## src/rtl/n_way_arbitrated_mux.sv

```systemverilog
// n_way_arbitrated_mux: registered N-input mux with fixed-select or round-robin valid/ready arbitration
module n_way_arbitrated_mux #(
  parameter int BITS = 32,
  parameter int INPUTS = 16,
  localparam int SEL_W = $clog2(INPUTS)
) (
  input  logic                          CLK,
  input  logic                          RESET,
  input  logic [INPUTS-1:0][BITS-1:0]   DATA,
  input  logic [INPUTS-1:0]             VALID,
  output logic [INPUTS-1:0]             READY,
  input  logic                          MODE,
  input  logic [SEL_W-1:0]              SELECT,
  output logic [BITS-1:0]               OUT,
  output logic                          OUT_VALID,
  output logic [SEL_W-1:0]              OUT_SELECT,
  input  logic                          OUT_READY
);
  logic [SEL_W-1:0] ptr, rr_off, rr_idx, rr_nxt, cand;
  logic [INPUTS-1:0] rot;
  logic [SEL_W:0] sum;
  logic rr_hit, fx_hit, cand_hit, load, grant;
  // rotate VALID so bit 0 is PTR, take the first set bit and map it back to a channel index
  always_comb begin
    rot = INPUTS'({VALID, VALID} >> ptr);
    rr_off = '0;
    for (int j = INPUTS - 1; j >= 0; j--) if (rot[j]) rr_off = SEL_W'(j);
    sum = {1'b0, ptr} + {1'b0, rr_off};
    rr_idx = sum >= (SEL_W+1)'(INPUTS) ? SEL_W'(sum - (SEL_W+1)'(INPUTS)) : sum[SEL_W-1:0];
    rr_nxt = rr_idx == SEL_W'(INPUTS - 1) ? '0 : rr_idx + 1'b1;
  end
  assign rr_hit = |VALID;
  assign fx_hit = ({1'b0, SELECT} < (SEL_W+1)'(INPUTS)) && VALID[SELECT];
  assign cand_hit = MODE ? rr_hit : fx_hit;
  assign cand = MODE ? rr_idx : SELECT;
  assign load = !OUT_VALID || OUT_READY;
  assign grant = load && cand_hit && !RESET;
  assign READY = grant ? INPUTS'(1) << cand : '0;
  // one-entry output register; the pointer only advances on round-robin transfers
  always_ff @(posedge CLK) begin
    if (RESET) begin
      OUT <= '0;
      OUT_SELECT <= '0;
      OUT_VALID <= 1'b0;
      ptr <= '0;
    end else if (load) begin
      OUT_VALID <= cand_hit;
      if (cand_hit) begin
        OUT <= DATA[cand];
        OUT_SELECT <= cand;
        if (MODE) ptr <= rr_nxt;
      end
    end
  end
endmodule

```

## config.mk

```make
export PLATFORM = sky130hd
export DESIGN_NAME = n_way_arbitrated_mux
export DESIGN_NICKNAME = d
export VERILOG_FILES = /design/src/rtl/n_way_arbitrated_mux.sv
export SDC_FILE = /design/constraint.sdc
export NUM_CORES = 1
export LEC_CHECK = 0
export ABC_AREA = 1
export ABC_CLOCK_PERIOD_IN_PS = 8000
export CORE_AREA = 2 2 229 231
export DETAILED_ROUTE_END_ITERATION = 12
export DIE_AREA = 0 0 231 233
export GPL_TIMING_DRIVEN = 0
export SYNTH_ARGS = -nofsm -noshare
export SYNTH_HDL_FRONTEND = slang
export SYNTH_SLANG_ARGS = --single-unit
```

## constraint.sdc

```tcl
create_clock -name CLK -period 8 [get_ports CLK]
set_clock_uncertainty 0.05 [all_clocks]
set_input_delay 0.8 -clock CLK [delete_from_list [all_inputs] [get_ports CLK]]
set_output_delay 0.8 -clock CLK [all_outputs]
set_load 0.02 [all_outputs]
```

Word-level counts from Yosys, hierarchy flattened
Index checks and enable logic that the tools add are counted.
{ "classes": {"n_mux": 25, "order_cmp": 3, "n_shift": 2, "n_addsub": 3, "n_eq_ne": 1, "reduce_logical": 8} }
{ "ops": {"columns": ["operator", "n"], "rows": [
  ["$bmux W32 S4", 1],
  ["$mux W4", 19],
  ["$mux W32", 1],
  ["$shr A32 B4 Y16", 1],
  ["$mux W16", 1],
  ["$reduce_or A16 Y1", 1],
  ["$shl A1 B4 Y16 const A", 1],
  ["$lt A4 B5 Y1 const B", 2],
  ["$add A4 B4 Y5", 1],
  ["$ge A5 B5 Y1 const B", 1],
  ["$add A4 B1 Y4 const B", 1],
  ["$bmux W1 S4", 1],
  ["$eq A4 B4 Y1 const B", 1],
  ["$sub A4 B1 Y4 const B", 1],
  ["$reduce_and A3 Y1", 1],
  ["$logic_and A1 B1 Y1", 2],
  ["$logic_not A1 Y1", 2],
  ["$mux W1", 2],
  ["$reduce_and A2 Y1", 1],
  ["$logic_or A1 B1 Y1", 1]
]} }
{ "totals": {"inputBits": 536, "elab_cells": 46, "ff_bits": 41} }

Logic depth before layout (Yosys ltp)
{ "logic_depth": {"depth_word": 23, "mapped_depth": 41, "mapped_depth_nobuf": 37} }

Least setup slack after synthesis
OpenSTA, ideal clock, no wires.
{ "synth_path": {"path_type": "input -> output", "from": "input port VALID[12]", "to": "output port READY[4]", "path_stages": 31, "path_slack_ps": 3256, "arrival_ps": 3894, "path_cell_list": "nand2_1 -> nand3_1 -> nand2_1 -> inv_1 -> nand2_1 -> nand3_1 -> nand2_1 -> nand2_1 -> nand2_1 -> nand2_1 -> nand2_1 -> nand2_1 -> nand2_1 -> nand2_1 -> nand2_1 -> nand2_1 -> nand2_1 -> nand2_1 -> nand2_1 -> a21oi_1 -> ha_1 -> a21oi_1 -> xor2_1 -> inv_1 -> nand2_1 -> o21ai_0 -> inv_1 -> buf_2 -> buf_1 -> nand2_1 -> nor3_1"} }
{ "synth_via": {"elab_chain_len": 23} }
{ "synth_lines": {"columns": ["item", "line_no", "source"], "rows": [
  ["start: declaration", "10", "input logic [INPUTS-1:0] VALID,"],
  ["$shr A32 B4 Y16", "25", "rot = INPUTS'({VALID, VALID} >> ptr);"],
  ["$mux W4 (16 in series)", "27", "for (int j = INPUTS - 1; j >= 0; j--) if (rot[j]) rr_off = SEL_W'(j);"],
  ["$add A4 B4 Y5", "28", "sum = {1'b0, ptr} + {1'b0, rr_off};"],
  ["$sub A4 B1 Y4 or $ge A5 B5 Y1 (tied branches)", "29", "rr_idx = sum >= (SEL_W+1)'(INPUTS) ? SEL_W'(sum - (SEL_W+1)'(INPUTS)) : sum[SEL_W-1:0];"],
  ["$mux W4", "29", null],
  ["$mux W4", "35", "assign cand = MODE ? rr_idx : SELECT;"],
  ["$shl A1 B4 Y16", "38", "assign READY = grant ? INPUTS'(1) << cand : '0;"],
  ["$mux W16 *", "38", null],
  ["end: declaration", "11", "output logic [INPUTS-1:0] READY,"]
]} }
Every way passes the cells marked *; elsewhere a longest branch is shown, timed or not. The select of a mux whose other input is x is not followed.

Final worst setup path
{ "layout_path": {"from": "input port VALID[14]", "to": "output port READY[12]"} }
The elaborated chain is that of the path after synthesis.

==> impl_metrics.json <==
{
  "p_switching_mw": 1.76,
  "ctsResizeCount": 0,
  "reg2reg_slack_ns": 1.99,
  "mappedNetlistArea_um2": 7130,
  "combinationalPowerShare": 0.823,
  "fin_crit_sh": 0.870,
  "io_pins": 589,
  "hold_start": "OUT_SELECT[2]",
  "r2r_cells": 37,
  "cts.reportedPaths.clkPinSlew_ns": 0.08,
  "postCtsSetupRepairBufs": 0,
  "crit_type": "primary input to output pin",
  "dr.first_iter.drc_count": 877,
  "drt_wl_total_mm": 64.8,
  "dieArea_um2": 53800,
  "p_sw_frac": 0.589,
  "first_global_vias": 12400,
  "hold_ws_ns": 0.399,
  "cp_data_arrival_time_ns": 6.11,
  "setup_ws_ns": 1.04,
  "core_area_um2": 51100,
  "ys_types": 40,
  "syn-num-nets": 1970,
  "grt_pass1_wl_mm": 88.4,
  "seq_area_um2": 821,
  "vias": 12200,
  "slowest_delay_ns": 0.68,
  "yosysSeqAreaShare": 0.115,
  "dp_hpwl_mm": 55.3,
  "area_delta_synth_final_pct": 96.7,
  "grt_max_degree": 14,
  "numCtsBuffers": 5,
  "p_leak_nw": 5.59,
  "power_density_nw_per_um2": 213,
  "h-tree-depth": 2,
  "cp.required_ns": 7.15,
  "dieHeight_um": 233,
  "crit_chain": "clkdlybuf4s50_1 > nand2_1 > nand3_1 > nand3_1 > o21ai_0 > o21ai_0 > nand2_1 > o21ai_0 > nand2_1 > a21boi_0 > ha_1 > a21oi_1 > xor2_1 > inv_1 > nand2_1 > o21ai_0 > inv_1 > buf_2 > buf_1 > nand2_1 > nor3_1 > clkdlybuf4s50_1",
  "holdPathStages": 2,
  "cts_hold_buf": 0,
  "maxSlewHeadroom": 0.163,
  "post-route-min-period_ns": 6.96,
  "clockPowerShare": 0.085,
  "antenna_found_initial": 8,
  "n_fill_cell": 5797,
  "hold_class": "flip-flop to flip-flop",
  "critical_path.top_delay_family": "buffers and inverters",
  "wl_per_cell_um": 24.0,
  "cp_slowest_cell": "clkdlybuf4s50_1",
  "r2r-end": "OUT[1]",
  "layout-drive-gt1-share": 0.0405,
  "r2r_start": "ptr[2]",
  "irDropWorstVdd_mv": 0.0908,
  "crit_buf_inv": 6,
  "status": "finished clean",
  "clkLatencyLatePin_ns": 0.30,
  "maxCapViolCount": 0,
  "cts_max_path_buffers": 2,
  "tightest_slew_ns": 1.26,
  "pre_cts_slack_ns": 1.06,
  "maxSlewViolCount": 0,
  "start_kind": "primary input",
  "io_buffers": 586,
  "rsz0062_at_grt": "false",
  "root_buffer": "clkbuf_16",
  "seqPwrFrac": 0.092,
  "holdPathEnd": "OUT_SELECT[2]",
  "cp_max_fo": 10,
  "drc": 0,
  "drtAntennaViolNets": 0,
  "tns_ns": 0,
  "gp_congestion": 0.960,
  "cts_tree": "built",
  "multi_input_area_um2": 5590,
  "grtUsageTotal": 0.231,
  "yosys_warnings": 0,
  "initial_utilization": 0.139,
  "finalSetupViolCount": 0,
  "hold_viol": 0,
  "crit_path_end_kind": "output pin",
  "cpMostUsedCell": "nand2_1",
  "syn_inst": 1429,
  "via_per_inst": 4.52,
  "internal-power_mw": 1.22,
  "cts.sinks": 41,
  "ys_ff_latch": 41,
  "die_w_um": 231,
  "avgSynthCellArea_um2": 4.99,
  "max_freq_ghz": 0.144,
  "grt_overflow": 0,
  "finalNetCount": 2563,
  "core.rowCount": 83,
  "dr.pass1.iters": 5
}
==> kinds of logic after synthesis <==
family	synth area share
AOI/OAI and AO/OA	0.117
xor gates and xnor gates	0.00246
adders and majority gates	0.00878
buffers and inverters	0.101
DFF	0.115
muxes	0.00140
and+or+nand+nor	0.654
==> stage by stage <==
stage          power (mW)  area [µm²]  utilization  instances
3_5_place_dp         2.75       13800        0.271       2695
4_1_cts              3.01       14000        0.274       2703
3_3_place_gp         2.74       13800        0.271       2695
6_report             2.98       14000        0.274       2705
5_1_grt              3.21       14000        0.274       2704
2_1_floorplan        1.54        7130            -       1429
==> layout by cell type, fill, tap and decap left out, drive strengths merged, types with 5 or more instances in the layout <==
cell	instances
inv	59
nand2	783
a41oi	44
a21oi	8
nor3	9
nand3	140
nor2	73
clkdlybuf4s50	586
dfxtp	41
ha	5
o21ai	46
clkbuf	68
nand4	95
buf	42
==> state kept, by name (all words and copies together), names as in the netlist <==
signal and flops:
OUT 32, OUT_SELECT 4, ptr 4, OUT_VALID 1
==> worst max-delay path by stage <==
| stage | to | from | slack (ns) | depth (start not counted) |
|---|---|---|---|---|
| 2_1_floorplan | READY[4] | VALID[12] | 3.26 | 31 |
| 4_1_cts | READY[12] | VALID[12] | 1.02 | 22 |
| 3_5_place_dp | READY[12] | VALID[12] | 1.06 | 22 |
| 6_report | READY[12] | VALID[14] | 1.04 | 22 |
| 3_3_place_gp | READY[12] | VALID[14] | 0.98 | 22 |
| 5_1_grt | READY[12] | VALID[9] | 0.64 | 33 |
==> Yosys cell counts, drive strengths merged <==
master / n / area (µm²)
nand2: 783 / 2970
nand3: 140 / 723
nand4: 95 / 594
nor2: 73 / 284
clkbuf: 62 / 233
inv: 59 / 226
o21ai: 46 / 313
a41oi: 44 / 385
buf: 42 / 262
dfxtp: 41 / 821
nor3: 9 / 45.0
a21oi: 8 / 43.8
ha: 5 / 62.6
nor4: 4 / 25.0
a31oi: 3 / 18.8
o211ai: 2 / 15.0
o21a: 2 / 15.0
o221ai: 2 / 17.5
o22ai: 2 / 12.5
xor2: 2 / 17.5
a21boi: 1 / 7.51
mux2i: 1 / 10.0
nand3b: 1 / 7.51
o2111ai: 1 / 8.76
or2: 1 / 6.26
==> layer usage <==
layer,wire [µm],up-vias,track usage,share of wire
met2,32300,537,0.420,0.50
met4,1630,4,0.0619,0.025
li1,-,5899,-,-
met3,3490,64,0.0299,0.054
met5,23,-,0,0.00035
met1,27400,5714,0.284,0.42
==> worst reg2reg max path, delay by kind of cell, from the launching register on <==
kind / cells / cell delay (ns)
DFF: 1 / 0.32
AOI/OAI and AO/OA: 4 / 1.03
buffers and inverters: 8 / 2.63
and+or+nand+nor: 24 / 1.73
adders and majority gates: 1 / 0.21
==> layout make-up <==
| cell class | count | share of cell area |
|---|---|---|
| Clock buffer | 6 | 0.00919 |
| Multi-Input combinational cell | 1225 | 0.399 |
| Sequential cell | 41 | 0.0586 |
| Tap cell | 680 | 0.0607 |
| Timing Repair Buffer | 586 | 0.418 |
| Buffer | 104 | 0.0353 |
| Clock inverter | 2 | 0.00277 |
| Antenna cell | 2 | 0.000357 |
| Inverter | 59 | 0.0162 |
==> power groups by stage <==
stage	combinational (mW)	clock (mW)	sequential [mW]
2_1_floorplan	1.21	0	0.323
3_3_place_gp	2.47	0	0.274
3_5_place_dp	2.47	0	0.277
4_1_cts	2.48	0.259	0.273
5_1_grt	2.67	0.265	0.278
6_report	2.45	0.253	0.273
Power figures use the tool's default switching activity.
